[src/rtl/slice_sched_pkg.sv]
// Shared types and constants for the slice scheduler.
package slice_sched_pkg;

  localparam int unsigned PERIOD_WIDTH_DEF = 24;
  localparam int unsigned SLICE_LOG_DEF    = 6;
  localparam int unsigned FRAME_WIDTH_DEF  = 8;
  localparam int unsigned MIN_PERIOD_DEF   = 1024;

  // Slices per revolution at the default slice resolution
  localparam int unsigned SLICES = 1 << SLICE_LOG_DEF;

  // Dropped-slice counter width and its saturation value
  localparam int unsigned OVERRUN_WIDTH = 16;
  localparam logic [OVERRUN_WIDTH-1:0] OVERRUN_MAX = '1;

  typedef enum logic [1:0] {
    IDLE,
    SYNC,
    RUN
  } state_t;

endpackage

[src/rtl/slice_scheduler_period_meter.sv]
// Rotation-sync edge detect and saturating revolution period counter.
module period_meter
  import slice_sched_pkg::*;
#(
  parameter int unsigned PERIOD_WIDTH = PERIOD_WIDTH_DEF,
  parameter int unsigned MIN_PERIOD   = MIN_PERIOD_DEF
) (
  input  logic                    clock,
  input  logic                    reset,
  input  logic                    rev_sync,
  output logic                    rise_c,
  output logic                    valid_c,
  output logic                    sat_c,
  output logic [PERIOD_WIDTH-1:0] period_c
);

  localparam logic [PERIOD_WIDTH-1:0] PERIOD_MAX = '1;
  localparam logic [PERIOD_WIDTH-1:0] MIN_P      = PERIOD_WIDTH'(MIN_PERIOD);

  logic                    rev_sync_q;
  logic [PERIOD_WIDTH-1:0] count;

  assign rise_c   = rev_sync & ~rev_sync_q;
  assign sat_c    = (count == PERIOD_MAX);
  assign valid_c  = (count >= MIN_P) && !sat_c;
  assign period_c = count;

  // Register sync level; count clocks since the last rise, holding at all-ones
  always_ff @(posedge clock or posedge reset) begin
    if (reset) begin
      rev_sync_q <= 1'b0;
      count      <= '0;
    end else begin
      rev_sync_q <= rev_sync;
      if (rise_c) begin
        count <= PERIOD_WIDTH'(1);
      end else if (!sat_c) begin
        count <= count + PERIOD_WIDTH'(1);
      end
    end
  end

endmodule

[src/rtl/slice_scheduler.sv]
// Volumetric slice playback sequencer: splits each revolution into equal
// slices and requests one frame per slice from the frame reader.
// Optional build macro SLICE_SCHED_OVERRUN_CNT_EN adds overrun_cnt.
module slice_scheduler
  import slice_sched_pkg::*;
#(
  parameter int unsigned PERIOD_WIDTH = PERIOD_WIDTH_DEF,
  parameter int unsigned SLICE_LOG    = SLICE_LOG_DEF,
  parameter int unsigned FRAME_WIDTH  = FRAME_WIDTH_DEF,
  parameter int unsigned MIN_PERIOD   = MIN_PERIOD_DEF
) (
  input  logic                   clock,
  input  logic                   reset,
  input  logic                   rev_sync,
  input  logic                   anim_next,
  input  logic                   rd_ack,
  output logic                   rd_req,
  output logic [FRAME_WIDTH-1:0] frame_num,
  output logic                   locked,
  output logic                   blank
`ifdef SLICE_SCHED_OVERRUN_CNT_EN
  ,
  output logic [OVERRUN_WIDTH-1:0] overrun_cnt
`endif
);

  localparam int unsigned PAGE_WIDTH = FRAME_WIDTH - SLICE_LOG;
  localparam logic [SLICE_LOG-1:0] LAST_SLICE = '1;

  state_t                  state;
  logic [PERIOD_WIDTH-1:0] slice_len;
  logic [PERIOD_WIDTH-1:0] slice_timer;
  logic [SLICE_LOG-1:0]    slice_idx;
  logic [PAGE_WIDTH-1:0]   page;
  logic                    anim_pend;

  logic                    rise_c;
  logic                    valid_c;
  logic                    sat_c;
  logic [PERIOD_WIDTH-1:0] period_c;
  logic                    valid_rise_c;
  logic                    enter_idle_c;
  logic                    expire_c;
  logic                    issue_c;
  logic                    pending_c;
  logic [SLICE_LOG-1:0]    issue_idx_c;
  logic [PAGE_WIDTH-1:0]   page_next_c;

  period_meter #(
    .PERIOD_WIDTH(PERIOD_WIDTH),
    .MIN_PERIOD  (MIN_PERIOD)
  ) u_period_meter (
    .clock   (clock),
    .reset   (reset),
    .rev_sync(rev_sync),
    .rise_c  (rise_c),
    .valid_c (valid_c),
    .sat_c   (sat_c),
    .period_c(period_c)
  );

  // Slice issue decision, page advance and handshake status for this cycle
  always_comb begin
    valid_rise_c = rise_c && valid_c;
    enter_idle_c = 1'b0;
    expire_c     = 1'b0;
    issue_c      = 1'b0;
    issue_idx_c  = slice_idx;
    page_next_c  = page;
    pending_c    = rd_req && !rd_ack;
    if (state == SYNC && rise_c && !valid_c) begin
      enter_idle_c = 1'b1;
    end
    if (state == RUN) begin
      enter_idle_c = rise_c ? !valid_c : sat_c;
      expire_c     = !rise_c && (slice_timer == slice_len - PERIOD_WIDTH'(1));
      if (valid_rise_c && anim_pend) begin
        page_next_c = page + PAGE_WIDTH'(1);
      end
    end
    if ((state == SYNC || state == RUN) && valid_rise_c) begin
      issue_c     = 1'b1;
      issue_idx_c = '0;
    end else if (expire_c && slice_idx != LAST_SLICE) begin
      issue_c     = 1'b1;
      issue_idx_c = slice_idx + SLICE_LOG'(1);
    end
  end

  // Playback state machine, slice timing, page latch and request handshake
  always_ff @(posedge clock or posedge reset) begin
    if (reset) begin
      state       <= IDLE;
      slice_len   <= '0;
      slice_timer <= '0;
      slice_idx   <= '0;
      page        <= '0;
      anim_pend   <= 1'b0;
      rd_req      <= 1'b0;
      frame_num   <= '0;
      locked      <= 1'b0;
      blank       <= 1'b1;
    end else begin
      case (state)
        IDLE: if (rise_c) state <= SYNC;
        SYNC: begin
          if (enter_idle_c) begin
            state <= IDLE;
          end else if (valid_rise_c) begin
            state  <= RUN;
            locked <= 1'b1;
            blank  <= 1'b0;
          end
        end
        RUN: begin
          if (enter_idle_c) begin
            state  <= IDLE;
            locked <= 1'b0;
            blank  <= 1'b1;
          end
        end
        default: state <= IDLE;
      endcase

      if (valid_rise_c && state != IDLE) begin
        slice_len   <= period_c >> SLICE_LOG;
        slice_timer <= '0;
        slice_idx   <= '0;
      end else if (state == RUN) begin
        if (expire_c) begin
          slice_timer <= '0;
          slice_idx   <= issue_idx_c;
        end else begin
          slice_timer <= slice_timer + PERIOD_WIDTH'(1);
        end
      end

      if (state == RUN && valid_rise_c) begin
        page      <= page_next_c;
        anim_pend <= anim_next;
      end else if (anim_next) begin
        anim_pend <= 1'b1;
      end

      // A request still awaiting its ack swallows the new slice
      if (issue_c && !pending_c) begin
        rd_req    <= 1'b1;
        frame_num <= {page_next_c, issue_idx_c};
      end else if (rd_req && rd_ack) begin
        rd_req <= 1'b0;
      end
    end
  end

`ifdef SLICE_SCHED_OVERRUN_CNT_EN
  // Saturating count of dropped slices since the last loss of lock
  always_ff @(posedge clock or posedge reset) begin
    if (reset) begin
      overrun_cnt <= '0;
    end else if (enter_idle_c) begin
      overrun_cnt <= '0;
    end else if (issue_c && pending_c && overrun_cnt != OVERRUN_MAX) begin
      overrun_cnt <= overrun_cnt + OVERRUN_WIDTH'(1);
    end
  end
`endif

endmodule

[config.mk]
export PLATFORM = sky130hd
export DESIGN_NAME = slice_scheduler
export DESIGN_NICKNAME = d
export VERILOG_FILES = /design/src/rtl/slice_sched_pkg.sv /design/src/rtl/slice_scheduler_period_meter.sv /design/src/rtl/slice_scheduler.sv
export SDC_FILE = /design/constraint.sdc
export NUM_CORES = 1
export LEC_CHECK = 0
export CAP_MARGIN = 20
export CELL_PAD_IN_SITES_DETAIL_PLACEMENT = 0
export CELL_PAD_IN_SITES_GLOBAL_PLACEMENT = 1
export CORE_MARGIN = 3
export CORE_UTILIZATION = 30
export DETAILED_ROUTE_END_ITERATION = 7
export PLACE_DENSITY = 0.57
export RECOVER_POWER = 50
export SYNTH_ARGS = -nofsm -noshare
export SYNTH_HDL_FRONTEND = slang
export SYNTH_SLANG_ARGS = --single-unit
[constraint.sdc]
create_clock -name clock -period 3.3 [get_ports clock]
set_clock_uncertainty 0.15 [all_clocks]
set_input_delay 0.66 -clock clock [delete_from_list [all_inputs] [get_ports clock]]
set_output_delay 0.66 -clock clock [all_outputs]
set_load 0.05 [all_outputs]
==> results.ini <==
[route]
wire_per_inst_um = 16.8
num_vias = 4154
route.detailed.drc = 0
first_iter_violations = 197
drt_wl_total_mm = 13.4
drt_first_pass_iters = 4
drtAntennaViolNets = 0
vias_per_cell = 5.21

[cells_and_area]
filler_cell_count = 1712
drive_gt1_share_pct = 13.3
nNetsFinal = 585
seq_area_mm2 = 0.00223
area_delta_synth_final_pct = 16.4
diodes = 0
multi_input_area_mm2 = 0.00280

[setup_path]
slowest_stage = nor4_4
crit_fanout = 9
critPathKind = reg2reg
cpPeakStageDelay_ns = 0.44
path_buf_inv = 2
critPathTopFamily = simple AND/OR/NAND/NOR gates
cp.arrival_ns = 3.21
critPathRequiredTime_ns = 3.41
cpMostUsedCell = buf_4
critPathCaptureType = flip-flop
cp_cell_sequence = buf_4 > nor4_4 > nand3_2 > or3_4 > a2111oi_4 > nand4_2 > buf_4 > a2111o_1 > o21ai_0
start_kind = flip-flop

[global_route]
grt_pass1_vias = 3990
antenna_found_initial = 0
grt_max_degree = 40
grt_pass1_wl_mm = 21.8
track_usage_pct = 14.9
grt_overflow = 0

[floorplan]
core_area_mm2 = 0.0167
die_h_um = 137
num_io_pins = 16
num_rows = 47
initial_core_util_pct = 30.9
die_w_um = 137
die_area_mm2 = 0.0188

[clock_tree]
cts-root-buf = clkbuf_16
cts_tree = yes
post_cts_buffers = 0
insertion_delay_ns = 0.35
clk_path_buf_depth = 2
cts_made_buffers = 9
cts_resized = 0
postCtsHoldBufs = 0
clk_pin_slew_ns = 0.07
h-tree-depth = 3
clock_sinks = 89

[synthesis]
synth_ff_type = dfrtp_1
syn_nets = 554
synth.area.top_cells = dfrtp_1 (43%), xor2_1 (6.3%), xnor2_1 (4.7%), nor2_1 (4.4%), mux2_2 (3.3%)
synthArstFlopShare_pct = 100
ys_ff_latch = 89
synth_commonest_cells = dfrtp_1 (88), nor2_1 (61), nand2_1 (40), xor2_1 (37)
ys_types = 65
netlist_instances = 541
yosysSeqAreaShare_pct = 43.1
yosys.area.top_type = dfrtp_1
yosysMostFrequentCell = dfrtp_1
yosys.area.top_type_share_pct = 42.6
yosys_warnings = 0
synth_edf_count = 0
netlist_area_mm2 = 0.00517
syn_area_per_cell_um2 = 9.55

[place]
hpwl_mm = 9.94
port_buffers = 15
dp_slack_ns = 0.114
gp_routability_congestion = 0.862

[hold_path]
min_path_type = reg2reg

[sta]
slew_viol_final = 0
max_freq_mhz = 323
worst_slack_ns = 0.206
setup_violations = 0
slew_headroom_pct = 14.9
worst_pin_slew_ns = 1.27
period_share_pct = 93.7
tns_ns = 0
finalHoldViolations = 0
rsz0062_at_grt = no
min_period_ns = 3.09

[power_and_ir_drop]
ir_drop_mv = 0.347
p_per_area_mw_per_mm2 = 719
power_leakage_nw = 2.55

[run_status]
status = complete, no violations

[flow_run]
maxCapViolCount = 0

## final cells by class
type	count	area share (%)
clock buffers	12	4.26
multi-input cells	417	46.5
flip-flops and latches	89	37.0
inverters	16	1.02
clock inverters	4	0.852
repair buffers	39	5.76
well taps	220	4.57
## registers in the layout (all words and copies together) (netlist names)
register / flops
anim_pend: 1
blank: 1
frame_num: 8
locked: 1
page: 2
rd_req: 1
slice_idx: 6
slice_len: 18
slice_timer: 24
state: 2
u_period_meter.period_c: 24
u_period_meter.rev_sync_q: 1
## where the power goes
group | switching, W | total (W) | internal (W)
registers | 0.000292 | 0.00160 | 0.00131
logic | 0.000941 | 0.00166 | 0.000716
clock network | 0.000439 | 0.00107 | 0.000629
## metal layers
| metal | routed length [um] | track usage (%) | share of wire, % | up-vias |
|---|---|---|---|---|
| li1 | - | - | - | 2014 |
| met1 | 6450 | 20.5 | 48 | 2074 |
| met2 | 6410 | 24.1 | 48 | 54 |
| met3 | 275 | 2.23 | 2.1 | 12 |
| met4 | 222 | 5.21 | 1.7 | 0 |
| met5 | 0 | 0 | 0 | - |
## cells in the final DEF, fill, tap and decap left out, drive strengths merged, types with 4 or more instances in the layout
master / netlist / layout
dfrtp: 88 / 88
nor2: 62 / 62
nand2: 40 / 40
xor2: 37 / 37
nand3: 30 / 30
o21ai: 30 / 30
xnor2: 28 / 28
nand4: 25 / 25
buf: 6 / 21
nor4: 17 / 17
inv: 16 / 15
mux2: 15 / 15
clkbuf: 13 / 15
and3: 13 / 13
nor3: 13 / 13
clkdlybuf4s50: 0 / 12
a21oi: 11 / 11
or3: 10 / 10
ha: 8 / 8
o211ai: 6 / 6
or4: 6 / 6
nor4b: 6 / 6
and4: 5 / 5
and2: 5 / 5
nand2b: 5 / 5
mux2i: 5 / 5
or2: 4 / 4
## kinds of logic after synthesis
group	synth area share, %
adders and majority gates	1.94
muxes	4.24
buffers and inverters	3.00
AOI/OAI and AO/OA	10.2
DFF	43.1
and+or+nand+nor	26.5
xor gates and xnor gates	11.0
## worst paths after layout
path	cells past startpoint	startpoint	endpoint	slack (ns)
worst max-delay path	9	slice_len[0]$_DFFE_PP0P_	slice_idx[5]$_DFFE_PP0P_	0.21
worst min-delay path	2	blank$_DFFE_PP1P_	blank$_DFFE_PP1P_	0.33
worst max register to register	9	slice_len[0]$_DFFE_PP0P_	slice_idx[5]$_DFFE_PP0P_	0.21
worst min register to register	2	blank$_DFFE_PP1P_	blank$_DFFE_PP1P_	0.33
max in group asynchronous	3	reset	slice_timer[17]$_DFFE_PP0P_	0.55
min in group asynchronous	2	reset	page[1]$_DFFE_PP0P_	0.87
## metrics by stage
stage	std cells	util [%]	hold WS, ns	cell area (um^2)	total power (W)
CTS	797	36.1	0.327	6030	0.00435
floorplan	541	-	0.299	5170	0.00277
detailed placement	781	34.3	0.315	5730	0.00326
global placement	781	34.3	0.304	5730	0.00324
global route	797	36.0	0.349	6020	0.00461
finish	797	36.0	0.329	6020	0.00433
## tightest hold or removal path, delay by kind of cell, from the launching register on
kind / cells / cell delay, ns
simple gates: 2 / 0.10
flops: 1 / 0.38
Power figures use the tool's default switching activity.
==> RTL change: new RTL, same flow settings <==
Add a define of `SLICE_SCHED_OVERRUN_CNT_EN`.
--- a/src/rtl/slice_scheduler.sv
+++ b/src/rtl/slice_scheduler.sv
@@ -1,6 +1,8 @@
 // Volumetric slice playback sequencer: splits each revolution into equal
 // slices and requests one frame per slice from the frame reader.
 // Optional build macro SLICE_SCHED_OVERRUN_CNT_EN adds overrun_cnt.
+`define SLICE_SCHED_OVERRUN_CNT_EN
+
 module slice_scheduler
   import slice_sched_pkg::*;
 #(
Function (old outputs only; new: overrun_cnt): kept (equiv_simple and equiv_induct, registers matched by name and starting in step).
==> RTL change against the unedited design <==
- design area up 26%
- sequential cell count up 16
- routed wire length up 23%
- non-clock buffer count up 40
- die area up 20%
- area after synthesis up 21%
- critical endpoint is now frame_num[6]$_DFFE_PP0P_
- power up 5.0%
- core utilization up 1.2 points
- setup slack worse by 0.10 ns
- largest cell class unchanged
==> RTL change: results (changes against the unedited design) <==
- Status: finished clean
- CP delay by family, top: simple AND/OR/NAND/NOR gates
- CP max-delay cell: or4b_4
- Min-Delay Startpoint: blank$_DFFE_PP1P_
- Max Clk Rate: 312.7 MHz (-3.3%)
- Dpl ws: -0.1615 ns (-0.2759 ns)
- Final WS setup: 0.1016 ns (-0.1047 ns)
- Clock Tree Root: clkbuf_16
- Synth warn: 0 (unchanged)
- DR pass1 iterations: 4 (unchanged)
- Inst Count DP: 1007 (+29%)
- Slew HR: 0.2034 (+0.05394)
- CTS HTree Levels: 3 (unchanged)
- CP Launch Point: slice_len[1]$_DFFE_PP0P_
- Clock Tree Buf Depth: 2 (unchanged)
- NumNets Final: 769 (+31%)
- Post-synthesis async set-or-reset flop share: 1.000 (unchanged)
- Synthesized area per cell: 8.948 sq um (-6.3%)
- Post-synth top cells: nand2_1 (105), dfrtp_1 (104), nor2_1 (65)
- Register area share after synthesis: 0.4197 (-0.01143)
- Pin count of the biggest net entering global routing: 68 (+70%)
- Clock Latency Late Sink: 0.35 ns (about the same)
- Hold Path Class: reg2reg
- CTS buffer count: 9 (unchanged)
- Worst path arrival time: 3.29 ns (+0.08 ns)
- Vias in the first global route: 5219 (+31%)
- Via-to-Cell Ratio: 5.087 (-2.4%)
- Maximum vdd drop: 254.3 uV (-27%)
- Synth cell types: 67 (+3.1%)
- Starting DRC count in detailed routing: 293 (+49%)
- Routed WL: 16.38 mm (+23%)
- DP HPWL: 11.87 mm (+19%)
- ANT nets after route: 0 (unchanged)
- Critical Path End: frame_num[6]$_DFFE_PP0P_
- Routability cong.: 0.8474 (-1.7%)
- Antenna cells: 0 (unchanged)
- Initial antenna violation count: 0 (unchanged)
- Pleak: 3.297 nW (+29%)
- Max FO, Critical Path: 7 (-2)
- Global-route wire length before repair: 27.30 mm (+25%)
- Share of cells above drive strength 1: 0.1461 (+0.01260)
- Critical Path Max Stage Delay: 0.48 ns (+0.04 ns)
- Clock slew at reported path FFs: 0.07 ns (about the same)
- Syn nets: 714 (+29%)
- Synth area leaders: dfrtp_1 (42%), nand2_1 (6.3%), xnor2_1 (4.5%), xor2_1 (4.3%), nor2_1 (3.9%)
- GRT Total Usage: 0.1500 (+0.0006170)
- FF-to-FF path depth: 12 (+3)
- IO Port Bufs: 31 (+16)
- Top_reg_cell synth: dfrtp_1
- Total number of vias: 5240 (+26%)
==> RTL change: changes by cell type in the layout (fill, tap and decap cells not counted), sizes merged, moves of 7 or more <==
cell	before	now
nand3b	1	12
clkdlybuf4s50	12	29
o22ai	1	10
a211oi	2	9
nand2	40	105
mux2	15	4
o21ai	30	20
nand2b	5	26
dfrtp	88	104
mux2i	5	17
and3	13	21
buf	21	46
==> RTL change: final cells by class <==
| cell class | count | area (sq um) |
|---|---|---|
| clock inverter | 4 | 58.81 |
| clock buffer | 12 | 256.5 |
| timing repair buffer | 79 | 683.2 |
| tap | 270 | 337.8 |
| inverter | 19 | 72.57 |
| multi-input combinational | 541 | 3542 |
| sequential | 105 | 2629 |
| fill | 2043 | 12780 |
==> RTL change: metrics by stage <==
step	setup TNS [ns]	instance area, sq um
after floorplan	0	6267
after CTS	0	7440
after detailed placement	-1.254	7098
final	0	7580
after global placement	-0.9074	7098
after global routing	-0.6850	7580
==> RTL change: metal layers <==
metal,vias up,part of all wire,track usage
met2,84,0.46,0.2323
met3,23,0.027,0.02438
met5,-,0,0
li1,2572,-,-
met4,0,0.020,0.04483
met1,2561,0.50,0.2156
==> RTL change: what timing repair did <==
action / in CTS / in global routing
endpoints found under the setup margin: 10 / 50
gates cloned: 0 / 0
gates resized for setup: 5 / 23
buffers inserted: 0 / 7
pin swaps: 1 / 13
==> RTL change: report_power, final <==
part / internal, mW / switching [mW]
Sequential: 1.45 / 0.165
Combinational: 0.802 / 0.985
Clock: 0.641 / 0.501
Total: 2.89 / 1.65
==> RTL change: worst register-to-register path, cell delays in order, from the launching register on <==
cell and delay [ns]:
dfrtp_1 0.39, inv_2 0.08, ha_4 0.14, or4b_4 0.48, xnor2_2 0.16, nor3_2 0.26
buf_4 0.16, o21ai_2 0.06, nor4_4 0.31, nand4_1 0.14, buf_6 0.17, a21boi_4 0.26
mux2_4 0.33
==> RTL change: cells by family after synthesis <==
kind of cell / after synthesis / synth area share
AO/OA/AOI/OAI: 99 / 0.1129
multiplexers: 21 / 0.03436
AND/OR/NAND/NOR: 349 / 0.2909
flip-flops: 105 / 0.4197
buffers and inverters: 54 / 0.03616
XOR/XNOR: 63 / 0.08809
adder cells (fa/ha/maj): 9 / 0.01798
==> RTL change: worst min-delay path by stage <==
stage / cells after the start / slack (ns) / end
3_5_place_dp: 2 / 0.32 / blank$_DFFE_PP1P_
6_report: 2 / 0.32 / blank$_DFFE_PP1P_
2_1_floorplan: 1 / 0.29 / page[1]$_DFFE_PP0P_
4_1_cts: 2 / 0.33 / blank$_DFFE_PP1P_
5_1_grt: 2 / 0.37 / blank$_DFFE_PP1P_
3_3_place_gp: 2 / 0.31 / blank$_DFFE_PP1P_
